`src/rtl/cap_ctrl.sv`:
```
// Capture controller: trigger qualification plus circular-buffer write sequencing for the channel RAMs.
// Optional CAP_TRIG_CNT_EN builds the trig_wait counter of strobes spent armed; otherwise trig_wait is 0.
//
// state   | meaning
// IDLE    | waiting for start, no writes
// PRETRIG | filling tp pre-trigger samples
// ARMED   | writing circularly, evaluating trigger
// POST    | counting DEPTH-tp post-trigger writes
// DONE    | buffer complete, held for readout
module cap_ctrl #(
    parameter int NUM_CH = 5,
    parameter int DEPTH  = 384,
    parameter int LOG2   = 9
) (
    input  logic              clk,
    input  logic              rst,
    input  logic              start,
    input  logic              stop,
    input  logic              clr_done,
    input  logic              wrt_smpl,
    input  logic [NUM_CH-1:0] chan_trig,
    input  logic [NUM_CH-1:0] trig_mask,
    input  logic              trig_all,
    input  logic              ext_trig,
    input  logic              ext_trig_en,
    input  logic [LOG2-1:0]   trig_pos,
    output logic              we,
    output logic [LOG2-1:0]   waddr,
    output logic              armed,
    output logic              triggered,
    output logic              capture_done,
    output logic [LOG2-1:0]   trig_addr,
    output logic [15:0]       trig_wait
);

    typedef enum logic [2:0] {IDLE, PRETRIG, ARMED, POST, DONE} state_t;

    localparam logic [LOG2:0]   LAST_CNT  = (LOG2+1)'(DEPTH - 1);
    localparam logic [LOG2:0]   DEPTH_CNT = (LOG2+1)'(DEPTH);
    localparam logic [LOG2-1:0] LAST_ADDR = LOG2'(DEPTH - 1);

    state_t          state;
    logic [LOG2:0]   smpl_cnt;
    logic [LOG2:0]   post_cnt;
    logic [LOG2:0]   tp;
    logic [LOG2:0]   post_target;
    logic [LOG2-1:0] next_addr;
    logic            chan_and;
    logic            chan_or;
    logic            trig_hit;

    // A mask of all zeros must not satisfy the AND mode vacuously.
    always_comb begin
        chan_and = (&(chan_trig | ~trig_mask)) & (|trig_mask);
        chan_or  = |(chan_trig & trig_mask);
        trig_hit = (trig_all ? chan_and : chan_or) | (ext_trig & ext_trig_en);
    end

    always_comb begin
        tp          = ({1'b0, trig_pos} > LAST_CNT) ? LAST_CNT : {1'b0, trig_pos};
        post_target = DEPTH_CNT - tp;
        next_addr   = (waddr == LAST_ADDR) ? '0 : waddr + 1'b1;
        we          = wrt_smpl & ((state == PRETRIG) | (state == ARMED) | (state == POST));
    end

    always_ff @(posedge clk or posedge rst) begin
        if (rst) begin
            state        <= IDLE;
            waddr        <= '0;
            smpl_cnt     <= '0;
            post_cnt     <= '0;
            armed        <= 1'b0;
            triggered    <= 1'b0;
            capture_done <= 1'b0;
            trig_addr    <= '0;
        end else if (stop) begin
            state        <= IDLE;
            armed        <= 1'b0;
            triggered    <= 1'b0;
            capture_done <= 1'b0;
        end else begin
            if (we) begin
                waddr <= next_addr;
            end
            case (state)
                IDLE: begin
                    if (start && !clr_done) begin
                        state        <= PRETRIG;
                        waddr        <= '0;
                        smpl_cnt     <= '0;
                        triggered    <= 1'b0;
                        capture_done <= 1'b0;
                    end
                end
                PRETRIG: begin
                    if (smpl_cnt == tp) begin
                        state <= ARMED;
                        armed <= 1'b1;
                    end else if (we) begin
                        smpl_cnt <= smpl_cnt + 1'b1;
                    end
                end
                ARMED: begin
                    if (trig_hit) begin
                        state     <= POST;
                        triggered <= 1'b1;
                        trig_addr <= waddr;
                        post_cnt  <= '0;
                    end
                end
                POST: begin
                    // Finish on the write that completes the window so no extra sample lands.
                    if (we) begin
                        post_cnt <= post_cnt + 1'b1;
                        if (post_cnt + 1'b1 == post_target) begin
                            state        <= DONE;
                            armed        <= 1'b0;
                            capture_done <= 1'b1;
                        end
                    end
                end
                DONE: begin
                    if (clr_done) begin
                        state        <= IDLE;
                        capture_done <= 1'b0;
                    end
                end
                default: state <= IDLE;
            endcase
        end
    end

`ifdef CAP_TRIG_CNT_EN
    always_ff @(posedge clk or posedge rst) begin
        if (rst) begin
            trig_wait <= '0;
        end else if (state == IDLE && start && !clr_done) begin
            trig_wait <= '0;
        end else if (state == ARMED && wrt_smpl && trig_wait != 16'hFFFF) begin
            trig_wait <= trig_wait + 16'd1;
        end
    end
`else
    assign trig_wait = '0;
`endif

endmodule

```
`config.mk`:
```
export PLATFORM = sky130hd
export DESIGN_NAME = cap_ctrl
export DESIGN_NICKNAME = d
export VERILOG_FILES = /design/src/rtl/cap_ctrl.sv
export SDC_FILE = /design/constraint.sdc
export NUM_CORES = 1
export LEC_CHECK = 0
export CELL_PAD_IN_SITES_DETAIL_PLACEMENT = 0
export CELL_PAD_IN_SITES_GLOBAL_PLACEMENT = 1
export CORE_ASPECT_RATIO = 0.75
export CORE_UTILIZATION = 34
export DETAILED_ROUTE_END_ITERATION = 12
export GPL_ROUTABILITY_DRIVEN = 1
export GPL_TIMING_DRIVEN = 0
export PLACE_DENSITY = 0.82
export SYNTH_ARGS = -nofsm -noshare
export SYNTH_HDL_FRONTEND = slang
export SYNTH_SLANG_ARGS = --single-unit
```
`constraint.sdc`:
```
create_clock -name clk -period 2.3 [get_ports clk]
set_input_delay 0.46 -clock clk [delete_from_list [all_inputs] [get_ports clk]]
set_output_delay 0.46 -clock clk [all_outputs]
set_load 0.01 [all_outputs]
```
# After elaboration in Yosys (flattened, before gate mapping)
# Cells that the tools add are included.
word_totals:
  in_bits: 28
  mem_bits_rw: 0
  latch_bits: 0
  romBits: 0
  reg_bits: 44
  memories: 0
classes:
  add_sub_neg: 4
  magnitude_cmp: 1
  muxes: 35
  shifts: 0
  mul: 0
  div: 0
  bitwise_logic: 10
  n_eq_ne: 18
  n_reduce_logical: 18
ops:
  columns: ["cell", "count"]
  rows:
  - ["2-to-1 mux 10 bit", 5]
  - ["2-to-1 mux 9 bit", 5]
  - ["one-hot mux 10 bit (2 select lines)", 2]
  - ["2-to-1 mux 3 bit", 7]
  - ["adder 10 x 1 -> 10 bit (second input constant)", 2]
  - ["one-hot mux 3 bit (5 select lines)", 1]
  - ["AND reduction 5 bit", 3]
  - ["2-to-1 mux 1 bit", 12]
  - ["inequality test 3 bit (second input constant)", 4]
  - ["equality test 10 bit", 1]
  - ["equality test 10 x 9 -> 1 bit", 1]
  - ["inequality test 2 bit (second input constant)", 5]
  - ["OR reduction 5 bit", 2]
  - ["subtractor 9 x 9 -> 10 bit (first input constant)", 1]
  - ["adder 9 x 1 -> 9 bit (second input constant)", 1]
  - ["equality test 9 bit (second input constant)", 1]
  - ["greater-than comparator 9 bit (second input constant)", 1]
  - ["AND reduction 4 bit", 2]
  - ["equality test 3 x 2 -> 1 bit (second input constant)", 2]
  - ["inequality test 3 x 2 -> 1 bit (second input constant)", 2]
  - ["AND reduction 3 bit", 2]
  - ["AND reduction 6 bit", 1]
  - ["nonzero test 3 bit", 2]
  - ["bitwise AND 5 bit", 1]
  - ["other kinds (14)", 20]

# Longest topological paths before layout
logic_depth:
  ltp_word: 9
  mapped_depth: 12
  mapped_depth_nobuf: 10

# Worst setup path before layout
# OpenSTA, ideal clock, no wires.
synth_path:
  kind: "input -> register"
  startpoint: "input port trig_pos[8]"
  endpoint: "register state[1]"
  slack_ns: -0.499
  cell_stages: 12
  setup_time_ns: 0.123
  n_path_buf: 2
  arrival_ns: 2.677
  path_cell_list: "buf_4 -> and2_1 -> buf_2 -> nor2_1 -> ha_1 -> or4b_1 -> or3_4 -> nand3_1 -> xnor2_1 -> nor4b_1 -> nand2_1 -> o221a_1"
synth_between:
  elab_chain_cells: 6
  elab_cells_between_ends: 8
  classes_between: "add/sub: 1; order compare: 1; eq/ne: 4; mux: 1; reduce/logical: 1"
synth_rtl:
  columns: ["item", "line", "source"]
  rows:
  - ["from (decl)", "26", "input logic [LOG2-1:0] trig_pos,"]
  - ["greater-than comparator 9 bit", "60", "tp = ({1'b0, trig_pos} > LAST_CNT) ? LAST_CNT : {1'b0, trig_pos};"]
  - ["2-to-1 mux 9 bit (*)", "60", null]
  - ["subtractor 9 x 9 -> 10 bit", "61", "post_target = DEPTH_CNT - tp;"]
  - ["equality test 10 bit", "115", "if (post_cnt + 1'b1 == post_target) begin"]
  - ["inequality test 3 x 2 -> 1 bit (no line)", null, null]
  - ["AND reduction 6 bit (no line) (*)", null, null]
  - ["to (signal assigned)", "68", "state <= IDLE;"]
  - ["to (signal assigned)", "116", "state <= DONE;"]
  - ["to (signal assigned)", "124", "state <= IDLE;"]
  - ["to (decl)", "42", "state_t state;"]
# Every way passes the cells marked *; elsewhere a longest branch is shown, timed or not.
# A chain may end at the register's enable or synchronous reset.

# Worst setup path after layout
# Ends and elaborated chain as after synthesis.

==> metrics.md <==
| Metric | Value |
|---|---|
| # IOs | 66 |
| Initial antenna violation count | 0 |
| Worst R2R Path Depth | 8 |
| Post-CTS Hold Fix Bufs | 0 |
| Area grow syn2layout | 32.9% |
| Proportion of layout cells with a drive suffix above 1 | 0.180 |
| DRC errors left | 0 |
| DR iter-0 viols | 184 |
| Crit start category | primary input |
| Final Skew | 4.00 ps |
| Post-synth EDFFs | 0 |
| Power per cell area | between 500 and 600 nW/µm² |
| R2R Path End | state[1]$_DFFE_PP0P_ |
| Synth async-reset ratio | 1.00 |
| WL/cell | 13.7 µm |
| FP Rows | 29 |
| Clock Latency Late Sink | slightly below 300 ps |
| Worst r2r src | post_cnt[0]$_DFFE_PP0P_ |
| Post-DP HPWL | between 5 and 6 mm |
| Placeable Area | 8530 µm² |
| Fill count | 851 |
| Delay of the slowest cell on the worst path | around 460 ps |
| Slew Limit Fails | 0 |
| Flops & latches, synth | 44 |
| Setup_tns | -1070 ps |
| Status | finished with violations |
| Peak supply drop | between 200 and 300 µV |
| Synth Flop Type | dfrtp_1 |
| Setup WS post-layout | -249 ps |
| Drt first pass iters | 4 |
| Clk root buf | clkbuf_16 |
| Cells after synthesis | 363 |
| Global-route wire length before repair | 12.6 mm |
| CP endpoint kind | flip-flop |
| Kind of cell adding the most delay to the critical path | simple AND/OR/NAND/NOR gates |
| Flop-to-flop setup slack | -50 ps |
| Synth Cell Area | 3020 µm² |
| TritonCTS Buffers | 5 |
| Routed met1 length | roughly 3.7 mm |
| Library cells used by synthesis | 61 |
| Commonest non-fill, non-tap cells in the layout | 54 x nand2_1, 44 x dfrtp_1, 38 x clkdlybuf4s50_1 |
| Leak Pwr | 1.76 nW |
| Worst-margin pin slew | about 530 ps |
| Crit path DAT | ~2700 ps |
| Via Count | 2777 |
| Worst path buffer plus inverter count | 1 |
| Met2 routed WL | about 3.2 mm |
| ANT nets after route | 0 |
| Final Util | 0.471 |
| CP max FO | 6 |
| Maxcap violations | 0 |
| Crit-path cells | buf_12 > and2_4 > nor2_2 > ha_2 > or4b_4 > or3_4 > nand3_2 > xnor2_2 > nor4b_2 > nand2_2 > o221a_1 |
| Vias in the first global route | 2660 |
| Min-delay src | stop |
| Die area | 9260 µm² |
| Endpoints failing hold | 0 |
| Num Clock Sinks | 44 |
| CP required | ~2500 ps |
| CTS tree | yes |
| Final critical-path share of the clock period | 1.11 |
| Hold path endpoint | state[2]$_DFFE_PP0P_ |
| WL final | 7.47 mm |
| GRT overflow | 0 |
| Top Layer Used | met4 |
| Final min period | 2550 ps |
| Met3 Wirelength | 414 µm |
| Routed vias/inst | between 5 and 6 |
| Fin nets | 469 |
| Slew margin rel. | 0.640 |
| GP Congestion | 0.785 |
| Setup CP Type | in -> reg |
| Largest net degree at the start of global routing | 35 |
| Final Setup Violations | 5 |
| Initial Utilization | 0.354 |
| HP Class | in -> reg |
| Max clock buf depth | 2 |
| Yosys warning total | 0 |
| Hold Path Depth | 2 |
| IO buf count | 45 |
| Most common cell after layout, fill and taps aside | nand2_1 |
| Clock-pin slew on the worst setup and hold paths | 60 ps |
| Die Span X | 111 µm |
| ANT cells | 0 |
| Htree depth | 2 |
| Die Y | 83.6 µm |
| Failing checks | setup timing |
| Critical Path Slowest Stage Cell | or4b_4 |
| Fmax | 392 MHz |
| Mean post-synth cell area | 8.32 µm² |
| Tot GR Track Use | 0.167 |
| Post-synthesis sequential area ratio | 0.365 |
| Unrepaired setup endpoints after global routing | yes |
[per-stage QoR]
step	hold slack [ps]	std cells	total power, W	setup WS [ps]	area [µm²]
final	367	546	0.00208	-249	4010
after global routing	370	546	0.00218	-330	4010
after CTS	365	546	0.00210	-290	3980
after floorplan	491	378	0.00111	-437	3110
after global placement	466	531	0.00123	-985	3700
after detailed placement	467	532	0.00124	-1010	3720
[synth_stat cells, types with 9 or more instances]
| master | count | share of area |
|---|---|---|
| xnor2_1 | 20 | 0.058 |
| a21oi_1 | 17 | 0.028 |
| nand2_1 | 55 | 0.068 |
| o22ai_1 | 9 | 0.019 |
| nor2_1 | 37 | 0.046 |
| nand3_1 | 10 | 0.017 |
| buf_4 | 17 | 0.042 |
| xor2_1 | 10 | 0.029 |
| nor3_1 | 13 | 0.022 |
| dfrtp_1 | 44 | 0.36 |
| inv_1 | 18 | 0.022 |
| o21ai_0 | 17 | 0.028 |
[kinds of logic after synthesis]
group	after synthesis	share of synthesized area
flip-flops	44	0.365
AO/OA/AOI/OAI	75	0.167
XOR/XNOR	30	0.0870
adder cells (fa/ha/maj)	4	0.0166
AND/OR/NAND/NOR	153	0.245
other	1	0.00124
multiplexers	6	0.0203
buffers and inverters	50	0.0986
[flip-flops by register name, summed over array words and instances (netlist names)]
| name | flops |
|---|---|
| armed | 1 |
| capture_done | 1 |
| post_cnt | 10 |
| smpl_cnt | 10 |
| state | 3 |
| trig_addr | 9 |
| triggered | 1 |
| waddr | 9 |
[worst max path at each step]
stage | startpoint | end | slack [ps] | cells after the start
final | trig_pos[8] | state[1]$_DFFE_PP0P_ | -250 | 11
after CTS | trig_pos[8] | state[1]$_DFFE_PP0P_ | -290 | 11
after global routing | trig_pos[8] | state[1]$_DFFE_PP0P_ | -330 | 11
after floorplan | trig_pos[7] | state[1]$_DFFE_PP0P_ | -440 | 12
after global placement | trig_pos[0] | armed$_DFFE_PP0P_ | -980 | 10
after detailed placement | trig_pos[0] | state[1]$_DFFE_PP0P_ | -1010 | 10
[where the power goes]
group | total [W] | switching (W) | internal (W)
registers | 0.000862 | 0.0000543 | 0.000808
logic | 0.000383 | 0.000192 | 0.000191
clock network | 0.000829 | 0.000313 | 0.000516
[layout make-up]
type / instances / area, µm² / area share
clock inverter: 3 / 46.3 / 0.0115
inverter: 18 / 67.6 / 0.0168
tap: 108 / 135 / 0.0337
timing repair buffer: 55 / 526 / 0.131
sequential: 44 / 1100 / 0.274
multi-input combinational: 284 / 1770 / 0.441
clock buffer: 5 / 125 / 0.0312
buffer: 29 / 244 / 0.0608
[layer usage]
layer,GRT usage,vias up
met2,0.251,75
met1,0.236,1320
met4,0.0473,0
met3,0.0450,10
met5,0,-
li1,-,1372
[repair_timing]
| item | in CTS | in global routing |
|---|---|---|
| setup buffers | 7 | 2 |
| gates resized for setup | 27 | 10 |
| endpoints found under the setup margin | 24 | 26 |
| pin swaps | 10 | 8 |
Note: power is estimated with default switching activity, not from simulation.
